==> config.mk <==
export PLATFORM = sky130hd
export DESIGN_NAME = gslcd_v2_0_timing_gen
export DESIGN_NICKNAME = d
export VERILOG_FILES = /design/src/rtl/gslcd_v2_0_timing_gen.sv
export SDC_FILE = /design/constraint.sdc
export NUM_CORES = 1
export LEC_CHECK = 0
export ABC_AREA = 1
export BUFFER_PORTS_ARGS = -buffer_cell sky130_fd_sc_hd__buf_4
export CAP_MARGIN = 15
export CORE_AREA = 2 2 161 163
export DETAILED_ROUTE_END_ITERATION = 8
export DIE_AREA = 0 0 163 165
export MAX_ROUTING_LAYER = met4
export PLACE_DENSITY = 0.56
export SYNTH_ARGS = -nofsm -noshare
export SYNTH_HDL_FRONTEND = slang
export SYNTH_SLANG_ARGS = --single-unit
==> constraint.sdc <==
create_clock -name i_pclk -period 6.9 [get_ports i_pclk]
set_input_delay 2.07 -clock i_pclk [delete_from_list [all_inputs] [get_ports i_pclk]]
set_output_delay 2.07 -clock i_pclk [all_outputs]
set_load 0.01 [all_outputs]
==> src/rtl/gslcd_v2_0_timing_gen.sv <==
// Programmable LCD raster timing generator: HSYNC/VSYNC/ACTIVE, frame/line strobes and
// active-area pixel coordinates. The config is shadowed and applied only at a frame boundary.
module gslcd_v2_0_timing_gen #(
  parameter int C_H_WIDTH         = 11,
  parameter int C_V_WIDTH         = 10,
  parameter int C_DEF_HTOTAL      = 929,
  parameter int C_DEF_HSYNC_START = 40,
  parameter int C_DEF_HSYNC_END   = 88,
  parameter int C_DEF_HACT_START  = 128,
  parameter int C_DEF_HACT_END    = 928,
  parameter int C_DEF_VTOTAL      = 526,
  parameter int C_DEF_VSYNC_START = 13,
  parameter int C_DEF_VSYNC_END   = 16,
  parameter int C_DEF_VACT_START  = 45,
  parameter int C_DEF_VACT_END    = 525,
  parameter bit C_DEF_HSYNC_POL   = 1'b0,
  parameter bit C_DEF_VSYNC_POL   = 1'b0
) (
  input  logic                 i_pclk,
  input  logic                 i_rst,
  input  logic                 i_en,
  input  logic [C_H_WIDTH-1:0] i_cfg_htotal,
  input  logic [C_H_WIDTH-1:0] i_cfg_hsync_start,
  input  logic [C_H_WIDTH-1:0] i_cfg_hsync_end,
  input  logic [C_H_WIDTH-1:0] i_cfg_hact_start,
  input  logic [C_H_WIDTH-1:0] i_cfg_hact_end,
  input  logic [C_V_WIDTH-1:0] i_cfg_vtotal,
  input  logic [C_V_WIDTH-1:0] i_cfg_vsync_start,
  input  logic [C_V_WIDTH-1:0] i_cfg_vsync_end,
  input  logic [C_V_WIDTH-1:0] i_cfg_vact_start,
  input  logic [C_V_WIDTH-1:0] i_cfg_vact_end,
  input  logic                 i_cfg_hsync_pol,
  input  logic                 i_cfg_vsync_pol,
  input  logic                 i_cfg_update,
  output logic                 o_cfg_pending,
  output logic                 o_running,
  output logic                 o_hsync,
  output logic                 o_vsync,
  output logic                 o_active,
  output logic                 o_frame_start,
  output logic                 o_line_start,
  output logic [C_H_WIDTH-1:0] o_pixel_x,
  output logic [C_V_WIDTH-1:0] o_pixel_y
);

  // state      | meaning
  // S_IDLE     | counters held at 0, outputs at idle values
  // S_RUN      | raster generated continuously
  // S_STOPPING | run request dropped, finishing the current frame
  typedef enum logic [1:0] {S_IDLE, S_RUN, S_STOPPING} state_t;

  state_t r_state, w_state_nxt;

  logic [C_H_WIDTH-1:0] r_h, r_htotal, r_hs_start, r_hs_end, r_hact_start, r_hact_end;
  logic [C_V_WIDTH-1:0] r_v, r_vtotal, r_vs_start, r_vs_end, r_vact_start, r_vact_end;
  logic                 r_hs_pol, r_vs_pol, r_pending;

  logic [C_H_WIDTH-1:0] w_htot_m1;
  logic [C_V_WIDTH-1:0] w_vtot_m1;
  logic w_running, w_h_last, w_v_last, w_frame_wrap, w_load;
  logic w_hs_win, w_vs_win, w_hact, w_vact, w_active;

  // HTOTAL/VTOTAL of 0 or 1 both mean a single position; >= keeps stale counters from stalling
  assign w_htot_m1    = (r_htotal == '0) ? '0 : r_htotal - C_H_WIDTH'(1);
  assign w_vtot_m1    = (r_vtotal == '0) ? '0 : r_vtotal - C_V_WIDTH'(1);
  assign w_running    = (r_state != S_IDLE);
  assign w_h_last     = (r_h >= w_htot_m1);
  assign w_v_last     = (r_v >= w_vtot_m1);
  assign w_frame_wrap = w_running && w_h_last && w_v_last;
  assign w_load       = ((r_state == S_IDLE) && i_en) ||
                        (w_frame_wrap && (r_pending || i_cfg_update));

  assign w_hs_win = (r_h >= r_hs_start)   && (r_h < r_hs_end);
  assign w_vs_win = (r_v >= r_vs_start)   && (r_v < r_vs_end);
  assign w_hact   = (r_h >= r_hact_start) && (r_h < r_hact_end);
  assign w_vact   = (r_v >= r_vact_start) && (r_v < r_vact_end);
  assign w_active = w_running && w_hact && w_vact;

  always_ff @(posedge i_pclk or posedge i_rst) begin
    if (i_rst) r_state <= S_IDLE;
    else       r_state <= w_state_nxt;
  end

  always_comb begin
    w_state_nxt = r_state;
    case (r_state)
      S_IDLE:     if (i_en) w_state_nxt = S_RUN;
      S_RUN:      if (!i_en) w_state_nxt = S_STOPPING;
      S_STOPPING: begin
        if (i_en)              w_state_nxt = S_RUN;
        else if (w_frame_wrap) w_state_nxt = S_IDLE;
      end
      default:    w_state_nxt = S_IDLE;
    endcase
  end

  always_ff @(posedge i_pclk or posedge i_rst) begin
    if (i_rst) begin
      r_h          <= '0;
      r_v          <= '0;
      r_pending    <= 1'b0;
      r_htotal     <= C_H_WIDTH'(C_DEF_HTOTAL);
      r_hs_start   <= C_H_WIDTH'(C_DEF_HSYNC_START);
      r_hs_end     <= C_H_WIDTH'(C_DEF_HSYNC_END);
      r_hact_start <= C_H_WIDTH'(C_DEF_HACT_START);
      r_hact_end   <= C_H_WIDTH'(C_DEF_HACT_END);
      r_vtotal     <= C_V_WIDTH'(C_DEF_VTOTAL);
      r_vs_start   <= C_V_WIDTH'(C_DEF_VSYNC_START);
      r_vs_end     <= C_V_WIDTH'(C_DEF_VSYNC_END);
      r_vact_start <= C_V_WIDTH'(C_DEF_VACT_START);
      r_vact_end   <= C_V_WIDTH'(C_DEF_VACT_END);
      r_hs_pol     <= C_DEF_HSYNC_POL;
      r_vs_pol     <= C_DEF_VSYNC_POL;
    end else begin
      if (w_load) begin
        r_htotal     <= i_cfg_htotal;
        r_hs_start   <= i_cfg_hsync_start;
        r_hs_end     <= i_cfg_hsync_end;
        r_hact_start <= i_cfg_hact_start;
        r_hact_end   <= i_cfg_hact_end;
        r_vtotal     <= i_cfg_vtotal;
        r_vs_start   <= i_cfg_vsync_start;
        r_vs_end     <= i_cfg_vsync_end;
        r_vact_start <= i_cfg_vact_start;
        r_vact_end   <= i_cfg_vact_end;
        r_hs_pol     <= i_cfg_hsync_pol;
        r_vs_pol     <= i_cfg_vsync_pol;
        r_pending    <= 1'b0;
      end else if (i_cfg_update) begin
        r_pending <= 1'b1;
      end

      if (!w_running) begin
        r_h <= '0;
        r_v <= '0;
      end else if (w_h_last) begin
        r_h <= '0;
        r_v <= w_v_last ? '0 : r_v + C_V_WIDTH'(1);
      end else begin
        r_h <= r_h + C_H_WIDTH'(1);
      end
    end
  end

  // Outputs lag the counters by one cycle; idle levels follow the active polarity
  always_ff @(posedge i_pclk or posedge i_rst) begin
    if (i_rst) begin
      o_running     <= 1'b0;
      o_hsync       <= ~C_DEF_HSYNC_POL;
      o_vsync       <= ~C_DEF_VSYNC_POL;
      o_active      <= 1'b0;
      o_frame_start <= 1'b0;
      o_line_start  <= 1'b0;
      o_pixel_x     <= '0;
      o_pixel_y     <= '0;
    end else begin
      o_running     <= w_running;
      o_hsync       <= w_running ? (w_hs_win ~^ r_hs_pol) : ~r_hs_pol;
      o_vsync       <= w_running ? (w_vs_win ~^ r_vs_pol) : ~r_vs_pol;
      o_active      <= w_active;
      o_frame_start <= w_running && (r_h == '0) && (r_v == '0);
      o_line_start  <= w_running && (r_h == '0);
      o_pixel_x     <= w_active ? r_h - r_hact_start : '0;
      o_pixel_y     <= w_active ? r_v - r_vact_start : '0;
    end
  end

  assign o_cfg_pending = r_pending;

endmodule

* Word-level counts from Yosys, hierarchy flattened
Cells that the tools add are included.
** Operators by class
- Add/subtract/negate cells :: 6
- Order comparisons :: 10
- Eq/ne operators :: 6
- Mux-type cells :: 18
- Bitwise operators :: 4
- Reductions and logical operators :: 22
** Operators with widths (number)
- 2-to-1 mux 10 bit :: 5
- 2-to-1 mux 11 bit :: 4
- greater-or-equal comparator 11 bit :: 3
- greater-or-equal comparator 10 bit :: 3
- logical NOT 11 bit :: 2
- less-than comparator 11 bit :: 2
- logical NOT 10 bit :: 2
- less-than comparator 10 bit :: 2
- logical AND 1 bit :: 12
- adder 11 x 1 -> 11 bit (second input constant) :: 1
- subtractor 11 x 1 -> 11 bit (second input constant) :: 1
- subtractor 11 bit :: 1
- adder 10 x 1 -> 10 bit (second input constant) :: 1
- subtractor 10 x 1 -> 10 bit (second input constant) :: 1
- subtractor 10 bit :: 1
- 2-to-1 mux 2 bit :: 4
- one-hot mux 2 bit (3 select lines) :: 1
- 2-to-1 mux 1 bit :: 4
- != test 2 bit (second input constant) :: 2
- nonzero test 2 bit :: 2
- != test 3 bit (second input constant) :: 1
- AND reduction 3 bit :: 1
- equality test 2 x 1 -> 1 bit (second input constant) :: 1
- equality test 2 bit (second input constant) :: 1
- other kinds (5) :: 8
** Word-level totals
- Bits in registers :: 158
- Bits of input ports :: 111
- Output and inout bits :: 28
- Logic and storage cells :: 90

* Depth between registers and ports, before layout
Gate-level depths: netlist of run 1.
- Word-level depth :: 8
- Depth in mapped cells :: 20
- Gate-level depth less buffers :: 19

* Least setup slack after synthesis of run 1
OpenSTA, ideal clock, no wires.
- Path kind :: input -> register
- Start point :: input port i_cfg_update
- End point :: register r_vact_start[6]
- Library setup time :: 0.117 ns
- Data arrival time :: 2.990 ns
- Required time :: 6.783 ns
- Path slack :: 3.793 ns
- Stages on the path :: 7
- Buffers on the path :: 2
- Path through :: or2_2 -> nand4_4 -> nand2_2 -> buf_4 -> buf_6 -> nand2_1 -> nand2_1
** Between the ends
- Word-level cells in the longest chain between the ends :: 3
** RTL lines
- from (decl) :: RTL line 34 : input logic i_cfg_update,
- logical OR 1 bit :: RTL line 71 : (w_frame_wrap && (r_pending || i_cfg_update));
- logical AND 1 bit :: RTL line 71
- logical OR 1 bit :: RTL line 70 : assign w_load = ((r_state == S_IDLE) && i_en) ||
- to (signal assigned) :: RTL line 110 : r_vact_start <= C_V_WIDTH'(C_DEF_VACT_START);
- to (signal assigned) :: RTL line 124 : r_vact_start <= i_cfg_vact_start;
- to (decl) :: RTL line 55 : logic [C_V_WIDTH-1:0] r_v, r_vtotal, r_vs_start, r_vs_end, r_vact_start, r_vact_end;
No other way between the ends.
A chain may end at the register's enable or synchronous reset.

* Worst setup path after layout of run 1
- Start point :: register r_htotal[0]
- End point :: register r_htotal[2]
** Between the ends
- Word-level cells in the longest chain between the ends :: 7
- Elaborated cells between the ends (all ways) :: 8
- Those cells by class :: add/sub (1); order compare (1); mux (1); reduce/logical (5)
** RTL lines
- from (decl) :: RTL line 54 : logic [C_H_WIDTH-1:0] r_h, r_htotal, r_hs_start, r_hs_end, r_hact_start, r_hact_end;
- from (signal assigned) :: RTL line 102 : r_htotal <= C_H_WIDTH'(C_DEF_HTOTAL);
- from (signal assigned) :: RTL line 116 : r_htotal <= i_cfg_htotal;
- subtractor 11 x 1 -> 11 bit / logical NOT 11 bit (equally long branches) :: RTL line 64 : assign w_htot_m1 = (r_htotal == '0) ? '0 : r_htotal - C_H_WIDTH'(1);
- 2-to-1 mux 11 bit * :: RTL line 64
- greater-or-equal comparator 11 bit * :: RTL line 67 : assign w_h_last = (r_h >= w_htot_m1);
- logical AND 1 bit * (2 in series) :: RTL line 69 : assign w_frame_wrap = w_running && w_h_last && w_v_last;
- logical AND 1 bit * :: RTL line 71
- logical OR 1 bit * :: RTL line 70
Mark *: on every way between the ends. The rest lies on a longest branch, timed or not.

==> results.sh, run 1 <==
export IMPL_use_met3_pct=2.61
export IMPL_power_frac_comb_pct=27.2
export IMPL_regArea_mm2=0.00400
export IMPL_layout_commonest_cell="nand2_1"
export IMPL_ir_drop_mv=0.146
export IMPL_p_sw_uw=982
export IMPL_fill_cells=2594
export IMPL_finalHoldViolations=0
export IMPL_portBuffers=138
export IMPL_yosysWarnings=0
export IMPL_finalClockSkew_ps=11.7
export IMPL_maxSlewViolCount=0
export IMPL_slew_headroom_pct=24.6
export IMPL_setup_viol=0
export IMPL_ys_ff_latch=158
export IMPL_worstSetupPathType="register to register"
export IMPL_worstPathArrival_ps=4320
export IMPL_maxCapViolCount=0
export IMPL_start_util_pct=39.6
export IMPL_status="finished, final reports clean"
export IMPL_path_clk_slew_ps=70
export IMPL_synth_top_area_share_pct=31.5
export IMPL_grt_pass1_wl_mm=41.9
export IMPL_internal_power_uw=2010
export IMPL_die_area_mm2=0.0269
export IMPL_grt_ovfl_total=0
export IMPL_cts_root_buf="clkbuf_16"
export IMPL_antenna_cells=0
export IMPL_clockPowerShare_pct=32.7
export IMPL_cp_start_kind="register"
export IMPL_grt_util_met2_pct=30.1
export IMPL_min_path_type="register to register"
export IMPL_rsz0062_at_grt="no"
export IMPL_min_period_ps=3970
export IMPL_cts_htree_levels=4
export IMPL_drt_iter0_drc=516
export IMPL_top_level_ports=139
export IMPL_p_per_area_mw_per_mm2=253
export IMPL_avgSynthCellArea_um2=7.67
export IMPL_busiest_layer="met2"
export IMPL_insertion_delay_ps=430
export IMPL_end_kind="register"
export IMPL_async_reset_ff_share_pct=100
export IMPL_track_usage_pct=20.3
export IMPL_syn_inst=1294
export IMPL_cts_tree="done"
export IMPL_layout_drive_gt1_share_pct=15.3
export IMPL_rows=58
export IMPL_die_w_um=163
export IMPL_placed_cell_area_mm2=0.0112
export IMPL_stdcell_area_mm2=0.0118
export IMPL_wire_per_inst_um=14.3
export IMPL_viasPerCell=4.87
export IMPL_final_nets=1638
export IMPL_clockBufferDepth=2
export IMPL_max_freq_mhz=252
export IMPL_hold_slack_ps=485
export IMPL_cts_hold_buffers=0
export IMPL_worst_pin_slew_ps=1130
export IMPL_seq_area_frac_synth_pct=40.3
export IMPL_finalCritPeriodShare_pct=57.6
export IMPL_seqPwrFrac_pct=40.2
export IMPL_vias=8564
export IMPL_stdcell_count=1760
export IMPL_synth_nets=1515
export IMPL_grt_max_degree=114
export IMPL_antenna_found_initial=0
export IMPL_syn_to_final_growth_pct=19.4
export IMPL_most_common_layout_cells="nand2_1, inv_1, nand3_1"
export IMPL_finalSetupTns_ps=0
export IMPL_multi_input_area_mm2=0.00514
export IMPL_dr_pass1_iters=5
export IMPL_dp_cells=1727
export IMPL_place_congestion=0.901
export IMPL_crit_path_max_fanout=107
export IMPL_drc=0
export IMPL_yosys_top_cells_area="dfrtp_1, nand2_1, ha_1"
export IMPL_cts_setup_buffers=0
export IMPL_p_leak_uw=0.00646
export IMPL_dp_hpwl_mm=17.8
export IMPL_yosys_area_top_type="dfrtp_1"
export IMPL_fp_dieH_um=165
export IMPL_synth_edff_count=0
export IMPL_swShare_pct=32.8
export IMPL_syn_area_mm2=0.00992
export IMPL_first_global_vias=8309
export IMPL_clock_sinks=158
export IMPL_cp_required_ps=7250
export IMPL_cts_resized=0
export IMPL_grtUsageMet1_pct=29.3
export IMPL_yosys_most_used_dff="dfrtp_1"
export IMPL_antenna_left=0
export IMPL_cts_inserted_buffers=17
export IMPL_drt_total_wl_mm=25.2
export IMPL_synthDistinctLibCells=32
export IMPL_core_area_mm2=0.0250
## worst max-delay path, stage by stage, from the launching register on
cell and delay, ps:
dfstp_2 380, inv_1 80, ha_1 190, nand2_1 110, nor4_1 550, nand2_2 260
nand3_1 160, ha_1 250, nand2_1 120, inv_1 50, nand2_1 50, nand2_1 50
a21boi_0 200, nand2_2 140, nand4_4 100, buf_4 850, nand3_1 180, nand2_1 120
## power by group through the flow
stage	Combinational (uW)	Clock (uW)	Sequential (uW)
after global placement	806	0	1220
after floorplan	601	0	1180
final	814	979	1200
after detailed placement	819	0	1220
after CTS	824	1000	1200
after global routing	959	1040	1220
## per-layer routing
metal | up-vias | share of wire (%)
li1 | 4423 | -
met3 | 22 | 4.3
met4 | 0 | 1.2
met2 | 191 | 43
met1 | 3928 | 51
met5 | - | 0
## path summary, 6_finish.rpt
path / startpoint / end / slack (ps) / cells after the start
max: r_htotal[0] / r_htotal[2] / 2930 / 17
min: r_hs_end[3] / r_hs_end[3] / 490 / 2
max reg2reg: r_htotal[0] / r_htotal[2] / 2930 / 17
min reg2reg: r_hs_end[3] / r_hs_end[3] / 490 / 2
max in group asynchronous: i_rst / r_vact_start[1] / 3800 / 3
min in group asynchronous: i_rst / o_cfg_pending / 1890 / 2
## logic make-up (layout without fill, tap and decap cells)
group,Yosys count,after routing,synth area share [%]
AND/OR/NAND/NOR,699,699,30.0
buffers and inverters,201,337,8.07
adder cells (fa/ha/maj),110,110,14.0
flip-flops,158,158,40.3
XOR/XNOR,26,26,2.30
multiplexers,1,1,0.101
AO/OA/AOI/OAI,99,99,5.27
## registers in the layout (all words and copies together), names as in the netlist, 2 cells and up
name and count:
r_hs_start 11, r_vact_start 10, r_htotal 11, r_hs_end 11, r_h 11, o_pixel_x 11
r_vact_end 10, r_hact_end 11, r_vs_end 10, r_hact_start 11, r_v 10, r_vs_start 10
o_pixel_y 10, r_vtotal 10, r_state 2
## per-stage QoR
step | utilization (%) | total power (uW) | setup WS [ps]
after floorplan | - | 1780 | 621
after global placement | 44.8 | 2020 | 3000
after detailed placement | 44.8 | 2040 | 2960
after CTS | 47.2 | 3030 | 2940
after global routing | 47.3 | 3220 | 2450
final | 47.3 | 2990 | 2930
## synthesized netlist by cell type, types with 2 or more instances
cell type	count
ha_1	108
dfrtp_1	125
xor2_1	18
o21a_1	3
buf_1	4
nand4_1	19
a21o_1	3
fa_1	2
clkbuf_1	16
buf_4	2
nand2_1	390
nor3_1	40
xnor2_1	8
nor4_1	4
buf_6	3
or2_2	8
buf_2	13
nor2_1	81
and3_1	2
o21bai_1	3
nand2_2	3
nand3_1	149
o21ai_0	34
dfstp_2	33
a21oi_1	54
inv_1	163
## layout make-up
| class | count | area share, % |
|---|---|---|
| inverters | 163 | 5.21 |
| clock buffers | 22 | 3.92 |
| repair buffers | 142 | 9.11 |
| well taps | 330 | 3.49 |
| flip-flops and latches | 158 | 33.7 |
| multi-input cells | 935 | 43.4 |
| clock inverters | 10 | 1.16 |
No activity file was read; power rests on OpenSTA's default activity.
==> run 2: changes to the inputs <==
clock period = 4.1 ns   (was 6.9 ns; I/O delays follow)
==> run 2 against run 1 <==
  * Register-to-register slack got worse by 2400 ps
  * Sequential cell count unchanged
  * Critical path type unchanged
  * Clock skew up 3.8 ps
==> results.sh, run 2 (synthesis results as in run 1) <==
export IMPL_final_nets=1643
export IMPL_fp_dieH_um=165
export IMPL_rows=58
export IMPL_place_congestion=0.854
export IMPL_first_global_vias=8351
export IMPL_setup_slack_ps=568
export IMPL_worst_pin_slew_ps=873
export IMPL_power_frac_comb_pct=27.3
export IMPL_finalSetupTns_ps=0
export IMPL_dp_hpwl_mm=18.3
export IMPL_maxCapViolCount=0
export IMPL_regArea_mm2=0.00400
export IMPL_antenna_found_initial=0
export IMPL_cts_tree="done"
export IMPL_slowest_delay_ps=550
export IMPL_grt_ovfl_total=0
export IMPL_drt_total_wl_mm=25.5
export IMPL_antenna_cells=0
export IMPL_insertion_delay_ps=430
export IMPL_cts_inserted_buffers=17
export IMPL_slew_headroom_pct=41.8
export IMPL_ir_drop_mv=0.294
export IMPL_layout_drive_gt1_share_pct=15.7
export IMPL_min_period_ps=3530
export IMPL_stdcell_count=1765
export IMPL_syn_to_final_growth_pct=20.6
export IMPL_multi_input_area_mm2=0.00514
export IMPL_portBuffers=138
export IMPL_grt_max_degree=108
export IMPL_dp_cells=1733
export IMPL_p_per_area_mw_per_mm2=432
export IMPL_p_leak_uw=0.00652
export IMPL_finalHoldViolations=0
export IMPL_path_clk_slew_ps=70
export IMPL_start_util_pct=39.6
export IMPL_antenna_left=0
export IMPL_grt_pass1_wl_mm=42.5
export IMPL_internal_power_uw=3470
export IMPL_viasPerCell=4.83
export IMPL_clockPowerShare_pct=33.8
export IMPL_drt_iter0_drc=427
export IMPL_swShare_pct=32.8
export IMPL_cts_hold_buffers=0
export IMPL_top_level_ports=139
export IMPL_track_usage_pct=20.5
export IMPL_core_area_mm2=0.0250
export IMPL_drc=0
export IMPL_vias=8527
export IMPL_cts_htree_levels=4
export IMPL_clockBufferDepth=2
export IMPL_rsz0062_at_grt="no"
export IMPL_seqPwrFrac_pct=38.9
export IMPL_p_sw_uw=1690
export IMPL_clock_sinks=158
export IMPL_dr_pass1_iters=5
export IMPL_wire_per_inst_um=14.4
export IMPL_end_kind="register"
export IMPL_most_common_layout_cells="nand2_1, inv_1, nand3_1"
export IMPL_die_area_mm2=0.0269
export IMPL_finalCritPeriodShare_pct=86.1
export IMPL_crit_path_max_fanout=107
export IMPL_finalClockSkew_ps=15.5
export IMPL_min_path_type="register to register"
export IMPL_maxSlewViolCount=0
export IMPL_setup_viol=0
export IMPL_path_common_cell="nand2_1"
export IMPL_pre_cts_ws_ps=364
export IMPL_worstPathArrival_ps=3890
export IMPL_cp_start_kind="register"
export IMPL_die_w_um=163
export IMPL_cp_required_ps=4450
export IMPL_worstSetupPathType="register to register"
export IMPL_fill_cells=2500
export IMPL_layout_commonest_cell="nand2_1"
export IMPL_cp_slowest_cell="dfstp_2"
export IMPL_cts_root_buf="clkbuf_16"
export IMPL_status="finished, final reports clean"
export IMPL_crit_chain="inv_1 -> ha_1 -> nand4_1 -> inv_1 -> a21oi_1 -> o21ai_0 -> ha_1 -> nand2_1 -> inv_1 -> nand2_1 -> nand2_1 -> nand2_1 -> nand3_1 -> nand4_4 -> nand2_4 -> buf_12 -> nand2_1 -> nand2_1"
export IMPL_max_freq_mhz=283
run 2: final timing paths:
kind,startpoint,slack [ps],endpoint,cells after the start
max in group asynchronous,i_rst,2590,r_vs_end[4],3
min in group asynchronous,i_rst,790,o_active,2
worst max register to register,r_vtotal[1],570,r_vact_start[8],18
worst min register to register,r_h[0],480,r_h[0],1
worst min-delay path,r_h[0],480,r_h[0],1
worst max-delay path,r_vtotal[1],570,r_vact_start[8],18
run 2: critical path, delay by kind of cell (launching register included):
kind	cells	cell delay, ps
buf+inv	4	650
compound gates	2	300
simple gates	10	1380
fa+ha+maj	2	510
flops	1	550
run 2: timing repair:
item | in CTS | in global routing
endpoints found under the setup margin | 0 | 1
gates resized for setup | 0 | 1
hold endpoints to repair | 0 | 0
setup buffers | 0 | 0
run 2: layer usage:
layer	global-route usage, %	wire length [um]	up-vias
li1	-	-	4436
met1	29.3	13500	3930
met2	30.5	10900	147
met3	3.59	750	14
met4	4.22	245	0
met5	-	0	-
run 2: cell type report:
cell class / instances / area share (%)
Clock buffer: 21 / 3.85
Clock inverter: 11 / 1.51
Inverter: 163 / 5.15
Multi-Input combinational cell: 935 / 43.0
Sequential cell: 158 / 33.4
Tap cell: 330 / 3.45
Timing Repair Buffer: 147 / 9.64
run 2: power groups by stage:
stage	logic [uW]	registers, uW	clock network, uW
after floorplan	1010	1990	0
after global placement	1400	2030	0
after detailed placement	1420	2030	0
after CTS	1430	2010	1780
after global routing	1630	2040	1850
final	1410	2010	1740
run 2: metrics by stage:
step	area (um^2)	hold slack, ps	total power (uW)	utilization, %
after floorplan	9930	455	3000	-
after global placement	11300	475	3430	45.2
after detailed placement	11300	476	3450	45.2
after CTS	12000	484	5220	47.8
after global routing	12000	501	5520	47.8
final	12000	481	5160	47.8
==> run 3: changes to the inputs <==
==> constraint.sdc (replaced) <==
create_clock -name i_pclk -period 4.1 [get_ports i_pclk]
set_input_delay 1.025 -clock i_pclk [delete_from_list [all_inputs] [get_ports i_pclk]]
set_output_delay 1.025 -clock i_pclk [all_outputs]
set_load 0.01 [all_outputs]
==> run 3 against run 2 <==
  * Via count grew 0.48%
  * Die area is the same
  * Sequential cell count is the same
  * Maximum frequency grew 2.3%
  * Global-route usage shrank 0.11 points
  * Worst setup slack gained 79 ps
  * Non-clock buffer count shrank 1
  * Register-to-register slack gained 80 ps
  * First-iteration DRC count grew 1.9%
  * Worst hold slack gained 3.7 ps
  * Utilization is essentially flat
  * Largest cell class unchanged
  * Final area is essentially flat
==> results.sh, run 3 (synthesis results as in run 1) <==
export IMPL_top_level_ports=139
export IMPL_portBuffers=138
export IMPL_syn_to_final_growth_pct=20.6
export IMPL_worstPathArrival_ps=3800
export IMPL_place_congestion=0.868
export IMPL_vias=8568
export IMPL_ir_drop_mv=0.232
export IMPL_drt_iter0_drc=435
export IMPL_fp_dieH_um=165
export IMPL_maxCapViolCount=0
export IMPL_wire_per_inst_um=14.5
export IMPL_stdcell_area_mm2=0.0120
export IMPL_cp_endpoint="r_htotal[1]"
export IMPL_setup_slack_ps=648
export IMPL_crit_family="simple AND/OR/NAND/NOR gates"
export IMPL_first_global_vias=8319
export IMPL_dp_hpwl_mm=17.8
export IMPL_drt_total_wl_mm=25.5
export IMPL_rows=58
export IMPL_antenna_cells=0
export IMPL_drc=0
export IMPL_hold_slack_ps=485
export IMPL_track_usage_pct=20.4
export IMPL_cp_num_cells=19
export IMPL_grt_max_degree=109
export IMPL_viasPerCell=4.86
export IMPL_ff2ff_path_depth=19
export IMPL_power_frac_comb_pct=26.7
export IMPL_die_area_mm2=0.0269
export IMPL_rr_endpoint="r_htotal[1]"
export IMPL_status="finished, final reports clean"
export IMPL_worstSetupPathType="register to register"
export IMPL_fill_cells=2578
export IMPL_p_leak_uw=0.00651
export IMPL_cp_required_ps=4450
export IMPL_clockBufferDepth=2
export IMPL_cp_slowest_cell="buf_6"
export IMPL_path_clk_slew_ps=60
export IMPL_cp_num_buf_inv=3
export IMPL_most_common_layout_cells="nand2_1, inv_1, nand3_1"
export IMPL_maxSlewViolCount=0
export IMPL_final_nets=1642
export IMPL_grt_pass1_wl_mm=42.2
export IMPL_pre_cts_ws_ps=322
export IMPL_setup_viol=0
export IMPL_clockPowerShare_pct=34.0
export IMPL_finalCritPeriodShare_pct=84.2
export IMPL_cts_htree_levels=4
export IMPL_insertion_delay_ps=420
export IMPL_layout_commonest_cell="nand2_1"
export IMPL_min_period_ps=3450
export IMPL_r2r_start="r_htotal[0]"
export IMPL_internal_power_uw=3500
export IMPL_finalSetupTns_ps=0
export IMPL_cp_start_kind="register"
export IMPL_path_common_cell="nand2_1"
export IMPL_die_w_um=163
export IMPL_p_per_area_mw_per_mm2=431
export IMPL_p_sw_uw=1660
export IMPL_crit_start="r_htotal[0]"
export IMPL_crit_chain="inv_1 -> ha_1 -> nand2_1 -> nor4_1 -> buf_4 -> nand2_2 -> nand3_1 -> ha_1 -> nand2_1 -> nor2_1 -> nand2_1 -> nor2_1 -> nor2_1 -> nand2_2 -> nand4_4 -> nand2_4 -> buf_6 -> nand2_1 -> nand2_1"
export IMPL_swShare_pct=32.1
export IMPL_finalClockSkew_ps=14.4
export IMPL_final_core_util_pct=47.8
export IMPL_start_util_pct=39.6
export IMPL_antenna_found_initial=0
export IMPL_max_freq_mhz=290
export IMPL_slew_headroom_pct=40.6
export IMPL_min_path_type="register to register"
export IMPL_cts_setup_buffers=0
export IMPL_placed_cell_area_mm2=0.0113
export IMPL_slowest_delay_ps=610
export IMPL_clock_sinks=158
export IMPL_core_area_mm2=0.0250
export IMPL_antenna_left=0
export IMPL_rsz0062_at_grt="no"
export IMPL_finalHoldViolations=0
export IMPL_cts_tree="done"
export IMPL_crit_path_max_fanout=107
export IMPL_worst_pin_slew_ps=889
export IMPL_cts_inserted_buffers=17
export IMPL_seqPwrFrac_pct=39.3
export IMPL_cts_root_buf="clkbuf_16"
export IMPL_cts_hold_buffers=0
export IMPL_grt_ovfl_total=0
export IMPL_end_kind="register"
export IMPL_r2r_slack_ps=650
export IMPL_dr_pass1_iters=4
export IMPL_layout_drive_gt1_share_pct=15.5
-- run 3: cell types whose count changed in the layout (fill, tap and decap cells not counted), sizes merged --
cell and delta:
bufinv +1, clkinvlp +2, buf -1, inv -2, clkinv -2, clkbuf +1
-- run 3: metal layers --
metal  global-route usage [%]  share of wire [%]  routed length (um)  vias up
li1                         -                  -                   -     4436
met1                     28.8                 52               13300     3931
met2                     31.3                 43               11000      193
met3                     2.89                4.1                1040        8
met4                     4.34               0.57                 145        0
met5                        -                  0                   0        -
-- run 3: worst min-delay path by stage --
stage | startpoint | to | slack (ps) | cells after the start
2_1_floorplan | r_h[0] | r_h[0] | 450 | 1
3_3_place_gp | r_vs_start[3] | r_vs_start[3] | 480 | 2
3_5_place_dp | r_h[0] | r_h[0] | 470 | 1
4_1_cts | r_h[0] | r_h[0] | 480 | 1
5_1_grt | r_vs_end[4] | r_vs_end[4] | 500 | 2
6_report | r_h[0] | r_h[0] | 480 | 1
-- run 3: worst register-to-register path: cells and delay by family, from the launching register on --
family / cells / cell delay [ps]
and+or+nand+nor: 14 / 1490
buffers and inverters: 3 / 830
DFF: 1 / 540
adders and majority gates: 2 / 510
-- run 3: cell type report --
type	count	area [um^2]	area share, %
inverter	163	616	5.15
clock inverter	10	188	1.57
multi-input combinational	935	5140	43.0
timing repair buffer	146	1160	9.68
sequential	158	4000	33.4
clock buffer	22	454	3.80
tap	330	413	3.45
-- run 3: power groups by stage --
stage | clock [uW] | combinational, uW | sequential (uW)
final | 1750 | 1380 | 2030
after global routing | 1860 | 1610 | 2060
after global placement | 0 | 1370 | 2050
after detailed placement | 0 | 1390 | 2050
after floorplan | 0 | 1010 | 1990
after CTS | 1800 | 1390 | 2030
-- run 3: metrics by stage --
| stage | instances | power [uW] |
|---|---|---|
| 2_1_floorplan | 1294 | 3000 |
| 3_3_place_gp | 1731 | 3430 |
| 3_5_place_dp | 1731 | 3440 |
| 4_1_cts | 1763 | 5220 |
| 5_1_grt | 1764 | 5530 |
| 6_report | 1764 | 5160 |
-- run 3: timing repair --
item	in CTS	in global routing
endpoints found under the setup margin	0	1
resized for setup	0	1
endpoints found under the hold margin	0	0
